--- src/rtl/layer0_input_packer.sv ---
// layer0_input_packer: quantizes signed samples to Q_W-bit features and packs
// NUM_FEAT of them into one vector for the layer-0 input register.
// Ports: clk, rst (sync, active-high); s_valid/s_ready/s_data/s_last sample in;
//   m_valid/m_ready/m_data packed vector out; err_frame sticky framing error;
//   sat_cnt saturated-feature count (live only with LAYER0_PACK_SATSTATS_EN).
module layer0_input_packer #(
  parameter int NUM_FEAT = 4,
  parameter int IN_W     = 16,
  parameter int Q_W      = 2,
  parameter int SHIFT    = 8
) (
  input  logic                    clk,
  input  logic                    rst,
  input  logic                    s_valid,
  output logic                    s_ready,
  input  logic [IN_W-1:0]         s_data,
  input  logic                    s_last,
  output logic                    m_valid,
  input  logic                    m_ready,
  output logic [NUM_FEAT*Q_W-1:0] m_data,
  output logic                    err_frame,
  output logic [15:0]             sat_cnt
);

  localparam int VW    = NUM_FEAT * Q_W;
  localparam int IDX_W = $clog2(NUM_FEAT);
  localparam logic [IDX_W-1:0] LAST_IDX = IDX_W'(NUM_FEAT - 1);
  localparam logic signed [IN_W-1:0] Q_MAX = IN_W'((1 << (Q_W - 1)) - 1);
  localparam logic signed [IN_W-1:0] Q_MIN = IN_W'(-(1 << (Q_W - 1)));

  typedef enum logic {FILL, HOLD} state_t;

  state_t           state_q;
  logic [IDX_W-1:0] idx_q;
  logic [VW-1:0]    col_q;
  logic [VW-1:0]    col_d;
  logic [VW-1:0]    mdat_q;
  logic             mval_q;
  logic             err_q;

  logic signed [IN_W-1:0] sh;
  logic                   sat_hi;
  logic                   sat_lo;
  logic [Q_W-1:0]         q;
  logic                   accept;
  logic                   close;
  logic                   out_free;

  assign sh     = $signed(s_data) >>> SHIFT;
  assign sat_hi = sh > Q_MAX;
  assign sat_lo = sh < Q_MIN;
  assign q      = sat_hi ? Q_MAX[Q_W-1:0] :
                  sat_lo ? Q_MIN[Q_W-1:0] : sh[Q_W-1:0];

  assign s_ready  = (state_q == FILL);
  assign accept   = s_valid && s_ready;
  assign close    = s_last || (idx_q == LAST_IDX);
  assign out_free = !mval_q || m_ready;

  // Features past the write index are still zero in col_q, so a short
  // vector closed by s_last comes out zero-padded.
  always_comb begin
    col_d = col_q;
    for (int k = 0; k < NUM_FEAT; k++) begin
      if (idx_q == IDX_W'(k)) col_d[k*Q_W +: Q_W] = q;
    end
  end

  always_ff @(posedge clk) begin
    if (rst) begin
      state_q <= FILL;
      idx_q   <= '0;
      col_q   <= '0;
      mdat_q  <= '0;
      mval_q  <= 1'b0;
      err_q   <= 1'b0;
    end else begin
      if (mval_q && m_ready) mval_q <= 1'b0;
      unique case (state_q)
        FILL: begin
          if (accept) begin
            if (close) begin
              idx_q <= '0;
              if (s_last != (idx_q == LAST_IDX)) err_q <= 1'b1;
              if (out_free) begin
                mdat_q <= col_d;
                mval_q <= 1'b1;
                col_q  <= '0;
              end else begin
                col_q   <= col_d;
                state_q <= HOLD;
              end
            end else begin
              col_q <= col_d;
              idx_q <= idx_q + 1'b1;
            end
          end
        end
        HOLD: begin
          if (out_free) begin
            mdat_q  <= col_q;
            mval_q  <= 1'b1;
            col_q   <= '0;
            idx_q   <= '0;
            state_q <= FILL;
          end
        end
        default: ;
      endcase
    end
  end

  assign m_data    = mdat_q;
  assign m_valid   = mval_q;
  assign err_frame = err_q;

`ifdef LAYER0_PACK_SATSTATS_EN
  logic [15:0] sat_q;

  always_ff @(posedge clk) begin
    if (rst) begin
      sat_q <= '0;
    end else if (accept && (sat_hi || sat_lo) && sat_q != 16'hFFFF) begin
      sat_q <= sat_q + 1'b1;
    end
  end

  assign sat_cnt = sat_q;
`else
  assign sat_cnt = 16'h0000;
`endif

endmodule
--- config.mk ---
export PLATFORM = sky130hd
export DESIGN_NAME = layer0_input_packer
export DESIGN_NICKNAME = d
export VERILOG_FILES = /design/src/rtl/layer0_input_packer.sv
export SDC_FILE = /design/constraint.sdc
export NUM_CORES = 1
export LEC_CHECK = 0
export BUFFER_PORTS_ARGS = -buffer_cell sky130_fd_sc_hd__buf_2
export CORE_MARGIN = 8
export CORE_UTILIZATION = 40
export CTS_CLUSTER_DIAMETER = 40
export DETAILED_ROUTE_END_ITERATION = 6
export GPL_ROUTABILITY_DRIVEN = 0
export HOLD_SLACK_MARGIN = 0.06
export PLACE_DENSITY_LB_ADDON = 0.15
export SYNTH_ARGS = -nofsm -noshare
export SYNTH_HDL_FRONTEND = slang
export SYNTH_SLANG_ARGS = --single-unit
--- constraint.sdc ---
create_clock -name clk -period 1.9 [get_ports clk]
set_clock_uncertainty 0.2 [all_clocks]
set_input_delay 0.38 -clock clk [delete_from_list [all_inputs] [get_ports clk]]
set_output_delay 0.38 -clock clk [all_outputs]
set_load 0.005 [all_outputs]
==> flow_summary.json, run 1 <==
{
  "first_iter_violations": 26,
  "place_hpwl_um": 2250,
  "criticalPathCategory": "reg2reg",
  "peakVddDrop_mv": 0.351,
  "start_util_pct": 41.7,
  "power_leakage_uw": 0.000648,
  "status": "completed",
  "hold_violations": 0,
  "utilization_pct": 48.7,
  "first_global_vias": 1048,
  "start_kind": "flop",
  "fin_cells": 216,
  "antenna_found_initial": 0,
  "worstPathRequired_ns": 1.93,
  "synth_seq_cells": 21,
  "setup_violations": 0,
  "holdCritPathClass": "reg2reg",
  "synth-async-reset-ratio_pct": 0,
  "yosysMostFrequentCell": "dfxtp_1",
  "core_mm2": 0.00305,
  "vias": 1046,
  "place_inst": 211,
  "drcViolationCount": 0,
  "sw_frac_of_total_pct": 28.0,
  "netlist_instances": 139,
  "ant_nets": 0,
  "grt_pass1_wl_um": 4610,
  "cts_inserted_buffers": 3,
  "fin_crit_ns": 1.81,
  "htree_levels": 1,
  "endpoint_kind": "flop",
  "fp.dieW_um": 72.4,
  "reg2reg_slack_ns": 0.09,
  "cp-startpoint": "idx_q[0]$_SDFFE_PP0P_",
  "ys_types": 35,
  "cts_root_buf": "clkbuf_4",
  "place_ws_ns": -0.0760,
  "clk_pin_slew_worst_paths_ns": 0.12,
  "crit_path_max_fanout": 8,
  "routed_wl_um": 2880,
  "track_usage_pct": 10.8,
  "r2r_cells": 8,
  "port_buffers": 23,
  "drtPass1Iterations": 4,
  "viasPerCell": 4.84,
  "rows": 20,
  "slew_viol_final": 0,
  "power_frac_seq_pct": 55.2,
  "worstPathArrival_ns": 1.84,
  "p_comb_share_pct": 19.1,
  "synthFlopType": "dfxtp_1",
  "yosysSeqAreaShare_pct": 33.0,
  "switching_power_uw": 235,
  "nNetsFinal": 199,
  "die_area_mm2": 0.00524,
  "dieHeight_um": 72.4,
  "gr-total-overflow": 0,
  "syn_to_final_growth_pct": 16.8,
  "insertion_delay_ns": 0.30,
  "synth_top_area_share_pct": 33.0,
  "reg2reg_to": "m_data[1]$_SDFFE_PP0P_",
  "yosys-top-cells-count": "dfxtp_1 (21), buf_4 (17), o21ai_0 (11)",
  "whs_path_depth": 2,
  "period_share_pct": 95.5,
  "antenna_cells": 0,
  "cts.sinks": 21,
  "synth_area_mm2": 0.00127,
  "timing.fmax_ghz": 0.551,
  "final_critical_path_setup_slack_ns": 0.0859,
  "syn_avg_cell_area_um2": 9.15,
  "synth-edff-count": 0,
  "yosys.area.top_type": "dfxtp_1",
  "crit_end": "m_data[1]$_SDFFE_PP0P_",
  "grt_max_degree": 18,
  "p_int_uw": 605,
  "clock_power_share_pct": 25.7,
  "power_density_mw_per_mm2": 565,
  "cts_hold_buf": 0,
  "cap_violations": 0,
  "r2r_start": "idx_q[0]$_SDFFE_PP0P_",
  "clockBufferDepth": 2,
  "synth.area.top_cells": "dfxtp_1 (33%), buf_4 (10%), ha_1 (4.9%)",
  "ys_warn_count": 0,
  "ioPinCount": 48,
  "cts_tree": "built",
  "drive_gt1_share_pct": 36.0,
  "wl_per_cell_um": 13.3
}
worst max-delay path, stage by stage (launching register included):
cell      delay [ns]
dfxtp_2         0.35
ha_2            0.18
inv_1           0.07
ha_4            0.18
nand2b_4        0.15
a21oi_4         0.20
buf_6           0.16
nor2_1          0.04
a211oi_1        0.20
per-layer routing:
layer  up-vias  global-route usage, %  wire (um)
met3         2                   3.03        143
met4         0                   2.22         16
met2        20                   20.5       1490
li1        530                      -          -
met1       494                   11.5       1230
met5         -                      0          0
cells by family (layout without fill, tap and decap cells):
family	after synthesis	in the layout	share of synthesized area [%]
compound gates	39	39	23.7
fa+ha+maj	5	5	4.92
buf+inv	27	45	14.9
flops	21	21	33.0
mux	4	4	3.15
other cells	1	16	0.295
simple gates	42	42	20.0
worst min-delay path by stage:
stage | startpoint | end | slack, ns
3_5_place_dp | m_data[0]$_SDFFE_PP0P_ | m_data[0]$_SDFFE_PP0P_ | 0.26
6_report | m_data[0]$_SDFFE_PP0P_ | m_data[0]$_SDFFE_PP0P_ | 0.27
2_1_floorplan | col_q[7]$_SDFFE_PP0P_ | col_q[7]$_SDFFE_PP0P_ | 0.24
5_1_grt | rst | col_q[4]$_SDFFE_PP0P_ | 0.29
3_3_place_gp | err_frame$_SDFFE_PP0P_ | err_frame$_SDFFE_PP0P_ | 0.25
4_1_cts | rst | m_data[2]$_SDFFE_PP0P_ | 0.27
state kept, by name, indices dropped and copies added, names as in the netlist:
register and count:
col_q 8, m_data 8, idx_q 2, err_frame 1
m_valid 1, state_q 1
power by group through the flow:
stage                     registers, uW  logic, uW  clock network [uW]
after global placement              473        146                   0
after detailed placement            474        150                   0
after floorplan                     474        117                   0
final                               464        160                 216
after CTS                           464        152                 226
after global routing                466        179                 246
timing repair:
| item | 4_1_cts | 5_1_grt |
|---|---|---|
| setup buffers | 0 | 1 |
| gates resized for setup | 2 | 8 |
| pin swaps | 0 | 3 |
| endpoints found under the setup margin | 8 | 8 |
| cloned | 0 | 0 |
cell usage in the layout (no fill, tap or decap), types with 3 or more instances in the layout:
master,netlist,final
buf_4,17,10
a21oi_1,7,7
conb_1,1,16
buf_2,0,23
nor2_1,8,8
inv_1,5,5
a211oi_1,4,3
clkbuf_4,0,3
ha_1,5,3
nand2_1,10,10
o21ai_0,11,10
mux2i_1,4,4
o21ai_2,4,4
and3_1,5,5
and3b_1,3,3
dfxtp_1,21,19
a221oi_2,4,4
a32o_1,4,4
cell type report:
class / count / area [um^2]
fill: 329 / 1570
clock inverter: 1 / 5.00
multi-input combinational: 106 / 746
tap: 44 / 55.1
timing repair buffer: 35 / 213
sequential: 21 / 423
clock buffer: 3 / 22.5
inverter: 6 / 22.5
through the flow:
step / power [uW] / hold WS (ns) / area, um^2 / TNS (ns)
3_3_place_gp: 619 / 0.248 / 1410 / -0.0598
6_report: 840 / 0.271 / 1490 / 0
2_1_floorplan: 591 / 0.244 / 1330 / 0
3_5_place_dp: 624 / 0.259 / 1410 / -0.420
4_1_cts: 842 / 0.273 / 1450 / 0
5_1_grt: 891 / 0.287 / 1490 / -0.00204
(Power assumes the default switching activity.)
==> run 2: changes to the inputs <==
--- a/config.mk
+++ b/config.mk
@@ -16,3 +16,4 @@
 export SYNTH_ARGS = -nofsm -noshare
 export SYNTH_HDL_FRONTEND = slang
 export SYNTH_SLANG_ARGS = --single-unit
+export TNS_END_PERCENT = 20
==> constraint.sdc (replaced) <==
create_clock -name clk -period 1.9 [get_ports clk]
set_clock_uncertainty 0.2 [all_clocks]
set_input_delay 0.475 -clock clk [delete_from_list [all_inputs] [get_ports clk]]
set_output_delay 0.475 -clock clk [all_outputs]
set_load 0.005 [all_outputs]
==> run 2 against run 1 <==
Largest power group unchanged. Flip-flop and latch count stayed put. Cell count stayed put. Sequential share of layout area is 0.50 points higher. Maximum frequency is 0.27% higher. Critical endpoint is now m_data[6]$_SDFFE_PP0P_.
==> flow_summary.json, run 2 (synthesis gave the netlist of run 1 again) <==
{
  "hold_ws_ns": 0.271,
  "wl_per_cell_um": 12.4,
  "die_area_mm2": 0.00524,
  "holdCritPathClass": "reg2reg",
  "final_cell_mix": "buf_2 (23), dfxtp_1 (18), conb_1 (16)",
  "timing.fmax_ghz": 0.553,
  "rows": 20,
  "r2r_cells": 8,
  "worstPathRequired_ns": 1.93,
  "cts_inserted_buffers": 3,
  "crit_slowest_cell": "dfxtp_2",
  "clk_pin_slew_worst_paths_ns": 0.11,
  "worstPathArrival_ns": 1.83,
  "htree_levels": 1,
  "cts_hold_buf": 0,
  "final_critical_path_setup_slack_ns": 0.0907,
  "grt_pass1_wl_um": 4330,
  "start_kind": "flop",
  "fp.dieW_um": 72.4,
  "endpoint_kind": "flop",
  "routed_wl_um": 2690,
  "place_hpwl_um": 2200,
  "crit_path_max_fanout": 4,
  "fin_cells": 216,
  "track_usage_pct": 10.2,
  "first_global_vias": 1000,
  "power_leakage_uw": 0.000644,
  "start_util_pct": 41.7,
  "core_mm2": 0.00305,
  "dieHeight_um": 72.4,
  "cts_tree": "built",
  "peakVddDrop_mv": 0.395,
  "grt_setup_unrepaired": "true",
  "final_common_cell": "buf_2",
  "fin_setup_tns_ns": 0,
  "place_ws_ns": -0.0665,
  "drcViolationCount": 0,
  "whs_path_depth": 2,
  "antenna_cells": 0,
  "crit_chain": "ha_1, inv_1, ha_2, nand2b_4, a21oi_4, buf_4, o21ai_2, a221oi_2",
  "grt_max_degree": 18,
  "hold_violations": 0,
  "nNetsFinal": 199,
  "port_buffers": 23,
  "dpl_cell_area_mm2": 0.00142,
  "ioPinCount": 48,
  "vias": 1036,
  "cts_post_setup_buffers_inserted": 0,
  "status": "completed",
  "place_inst": 212,
  "crit_path_max_incr_delay_ns": 0.35,
  "drive_gt1_share_pct": 34.9,
  "cts_root_buf": "clkbuf_4",
  "antenna_found_initial": 0,
  "drtPass1Iterations": 4,
  "insertion_delay_ns": 0.30,
  "cp_num_buf_inv": 2,
  "slew_viol_final": 0,
  "final_area_mm2": 0.00147,
  "cp.depth": 8,
  "setup_violations": 0,
  "critPathTopFamily": "compound AO/OA/AOI/OAI gates",
  "criticalPathCategory": "reg2reg",
  "first_iter_violations": 46,
  "fin_crit_ns": 1.81,
  "cap_violations": 0,
  "cts.sinks": 21,
  "ant_nets": 0,
  "gr-total-overflow": 0,
  "period_share_pct": 95.2,
  "syn_to_final_growth_pct": 15.1,
  "viasPerCell": 4.80,
  "clockBufferDepth": 2,
  "power_density_mw_per_mm2": 567
}
run 2: tightest hold or removal path: stages, from the launching register on:
cell and delay (ns):
dfxtp_1 0.32, nand2_1 0.06, a221oi_2 0.05
run 2: metrics by stage:
step / util [%] / total power [uW]
after floorplan: - / 591
after global placement: 46.6 / 620
after detailed placement: 46.6 / 624
after CTS: 47.7 / 839
after global routing: 48.0 / 883
final: 48.0 / 831
run 2: cell type report:
cell class,count,area (um^2)
Sequential cell,21,424
Clock buffer,4,26.3
Inverter,6,22.5
Fill cell,313,1590
Multi-Input combinational cell,106,728
Tap cell,44,55.1
Timing Repair Buffer,35,209
run 2: where the power goes:
part / leakage [uW] / internal, uW / total, uW / switching (uW)
logic: 0.000457 / 67.7 / 153 / 85.2
registers: 0.000172 / 456 / 463 / 7.58
clock network: 0.0000150 / 81.8 / 215 / 133
run 2: path summary, 6_finish.rpt:
check / startpoint / endpoint / slack (ns)
worst max register to register: idx_q[0]$_SDFFE_PP0P_ / m_data[6]$_SDFFE_PP0P_ / 0.09
worst min-delay path: m_data[4]$_SDFFE_PP0P_ / m_data[4]$_SDFFE_PP0P_ / 0.27
worst max-delay path: idx_q[0]$_SDFFE_PP0P_ / m_data[6]$_SDFFE_PP0P_ / 0.09
worst min register to register: m_data[4]$_SDFFE_PP0P_ / m_data[4]$_SDFFE_PP0P_ / 0.27
run 2: repair_timing:
| item | 4_1_cts | 5_1_grt |
|---|---|---|
| setup endpoints to repair | 8 | 8 |
| gates cloned | 0 | 0 |
| gates resized for setup | 2 | 4 |
| pin swaps | 0 | 1 |
run 2: routing by layer:
layer | wire length, um | share of wire, % | global-route usage (%) | vias up
met5 | 0 | 0 | 0 | -
met4 | 16 | 0.60 | 2.00 | 0
met3 | 142 | 5.3 | 3.17 | 2
met2 | 1370 | 51 | 19.3 | 20
met1 | 1160 | 43 | 10.9 | 480
li1 | - | - | - | 534
==> run 3: changes to the inputs <==
==> constraint.sdc (replaced) <==
create_clock -name clk -period 2.05 [get_ports clk]
set_clock_uncertainty 0.2 [all_clocks]
set_input_delay 0.5125 -clock clk [delete_from_list [all_inputs] [get_ports clk]]
set_output_delay 0.5125 -clock clk [all_outputs]
set_load 0.005 [all_outputs]
==> run 3 against run 2 <==
Count of clock-buffer cells in the layout unchanged. Hold slack improved by 0.0023 ns. Total power down 7.8%. Flip-flop and latch count did not move. Register-to-register slack improved by 0.02 ns. Global-route usage rose by 0.21 points. Clock power decreased by 7%. Via count is 0.29% higher. Maximum frequency decreased by 6.8%.
==> flow_summary.json, run 3 (synthesis gave the netlist of run 1 again) <==
{
  "first_global_vias": 987,
  "power_frac_seq_pct": 56.1,
  "htree_levels": 1,
  "grt_setup_unrepaired": "false",
  "crit_path_max_fanout": 10,
  "hold_violations": 0,
  "start_kind": "flop",
  "worstPathArrival_ns": 1.96,
  "port_buffers": 23,
  "final_common_cell": "buf_2",
  "reg2reg_slack_ns": 0.11,
  "fin_setup_tns_ns": 0,
  "whs_path_depth": 2,
  "place_inst": 209,
  "core_mm2": 0.00305,
  "final_cell_mix": "buf_2 (23), dfxtp_1 (20), conb_1 (16)",
  "drive_gt1_share_pct": 32.0,
  "multiInputGateArea_um2": 726,
  "fp.dieW_um": 72.4,
  "crit_slowest_cell": "dfxtp_2",
  "track_usage_pct": 10.4,
  "switching_power_uw": 209,
  "rows": 20,
  "status": "completed",
  "power_density_mw_per_mm2": 533,
  "antenna_found_initial": 0,
  "fin_crit_ns": 1.94,
  "crit_path_max_incr_delay_ns": 0.37,
  "clk_pin_slew_worst_paths_ns": 0.12,
  "cts_inserted_buffers": 3,
  "ant_nets": 0,
  "slew_viol_final": 0,
  "fillers": 315,
  "cp-startpoint": "idx_q[0]$_SDFFE_PP0P_",
  "drtPass1Iterations": 4,
  "power_leakage_uw": 0.000629,
  "endpoint_kind": "flop",
  "reg2reg_to": "m_data[6]$_SDFFE_PP0P_",
  "syn_to_final_growth_pct": 13.0,
  "crit_end": "m_data[6]$_SDFFE_PP0P_",
  "ioPinCount": 48,
  "clock_power_share_pct": 26.0,
  "ff_latch_area_um2": 422,
  "place_hpwl_um": 2230,
  "viasPerCell": 4.88,
  "peakVddDrop_mv": 0.332,
  "antenna_cells": 0,
  "start_util_pct": 41.7,
  "routed_wl_um": 2720,
  "cts_root_buf": "clkbuf_4",
  "r2r_start": "idx_q[0]$_SDFFE_PP0P_",
  "cp_num_buf_inv": 2,
  "p_int_uw": 557,
  "critPathTopFamily": "compound AO/OA/AOI/OAI gates",
  "clockBufferDepth": 2,
  "cts.sinks": 21,
  "timing.fmax_ghz": 0.515,
  "setup_violations": 0,
  "cp.depth": 8,
  "insertion_delay_ns": 0.30,
  "utilization_pct": 47.1,
  "vias": 1039,
  "holdCritPathClass": "reg2reg",
  "nNetsFinal": 196,
  "first_iter_violations": 28,
  "gr-total-overflow": 0,
  "fin_cells": 213,
  "die_area_mm2": 0.00524,
  "drcViolationCount": 0,
  "dieHeight_um": 72.4,
  "crit_chain": "ha_1, inv_1, ha_1, nand2b_4, a21oi_4, buf_6, o21ai_2, a221oi_2",
  "cts_tree": "built",
  "cap_violations": 0,
  "sw_frac_of_total_pct": 27.3,
  "crit_top_cell": "ha_1",
  "p_comb_share_pct": 17.9,
  "grt_pass1_wl_um": 4470,
  "wl_per_cell_um": 12.8,
  "period_share_pct": 94.7,
  "r2r_cells": 8,
  "grt_max_degree": 18,
  "criticalPathCategory": "reg2reg",
  "worstPathRequired_ns": 2.07
}
-- run 3: cell types whose count changed in the layout (fill, tap and decap cells not counted), sizes merged --
cell,delta
buf,-3
-- run 3: area by class of cell --
cell class              instances  area share [%]
multi-input cells             106            50.5
repair buffers                 32            13.0
flip-flops and latches         21            29.3
well taps                      44            3.83
inverters                       6            1.57
clock buffers                   4            1.83
-- run 3: how the worst min path moves through the flow --
| stage | start | slack, ns | to |
|---|---|---|---|
| 2_1_floorplan | col_q[7]$_SDFFE_PP0P_ | 0.24 | col_q[7]$_SDFFE_PP0P_ |
| 3_3_place_gp | err_frame$_SDFFE_PP0P_ | 0.25 | err_frame$_SDFFE_PP0P_ |
| 5_1_grt | m_data[2]$_SDFFE_PP0P_ | 0.29 | m_data[2]$_SDFFE_PP0P_ |
| 3_5_place_dp | m_data[0]$_SDFFE_PP0P_ | 0.26 | m_data[0]$_SDFFE_PP0P_ |
| 4_1_cts | m_data[0]$_SDFFE_PP0P_ | 0.28 | m_data[0]$_SDFFE_PP0P_ |
| 6_report | m_data[0]$_SDFFE_PP0P_ | 0.27 | m_data[0]$_SDFFE_PP0P_ |
-- run 3: repair_timing --
| item | CTS | global route |
|---|---|---|
| endpoints found under the setup margin | 0 | 7 |
| setup buffers | 0 | 0 |
| hold endpoints to repair | 0 | 0 |
| hold buffers | 0 | 0 |
| resized for setup | 0 | 3 |
-- run 3: power by group through the flow --
| stage | combinational [uW] | sequential (uW) | clock, uW |
|---|---|---|---|
| finish | 137 | 430 | 199 |
| global route | 154 | 433 | 225 |
| CTS | 135 | 430 | 208 |
| global placement | 131 | 439 | 0 |
| detailed placement | 135 | 439 | 0 |
| floorplan | 108 | 440 | 0 |
-- run 3: per-stage QoR --
stage | power (uW) | instance area, um^2 | worst slack [ns] | hold WS (ns)
after detailed placement | 574 | 1400 | 0.0199 | 0.260
after floorplan | 548 | 1330 | 0.197 | 0.244
after global placement | 570 | 1400 | 0.0422 | 0.247
after CTS | 773 | 1430 | 0.00356 | 0.276
after global routing | 811 | 1440 | 0.0106 | 0.291
final | 766 | 1440 | 0.109 | 0.274
-- run 3: layer usage --
| metal | track usage (%) | share of wire (%) | wire length (um) |
|---|---|---|---|
| met5 | 0 | 0 | 0 |
| met2 | 19.3 | 52 | 1410 |
| met4 | 1.33 | 0.33 | 9 |
| met3 | 3.44 | 6.7 | 182 |
| met1 | 11.5 | 41 | 1120 |
-- run 3: tightest hold or removal path, stage by stage (launching register included) --
cell and delay (ns):
dfxtp_1 0.32, nand2_1 0.06, a221oi_2 0.05
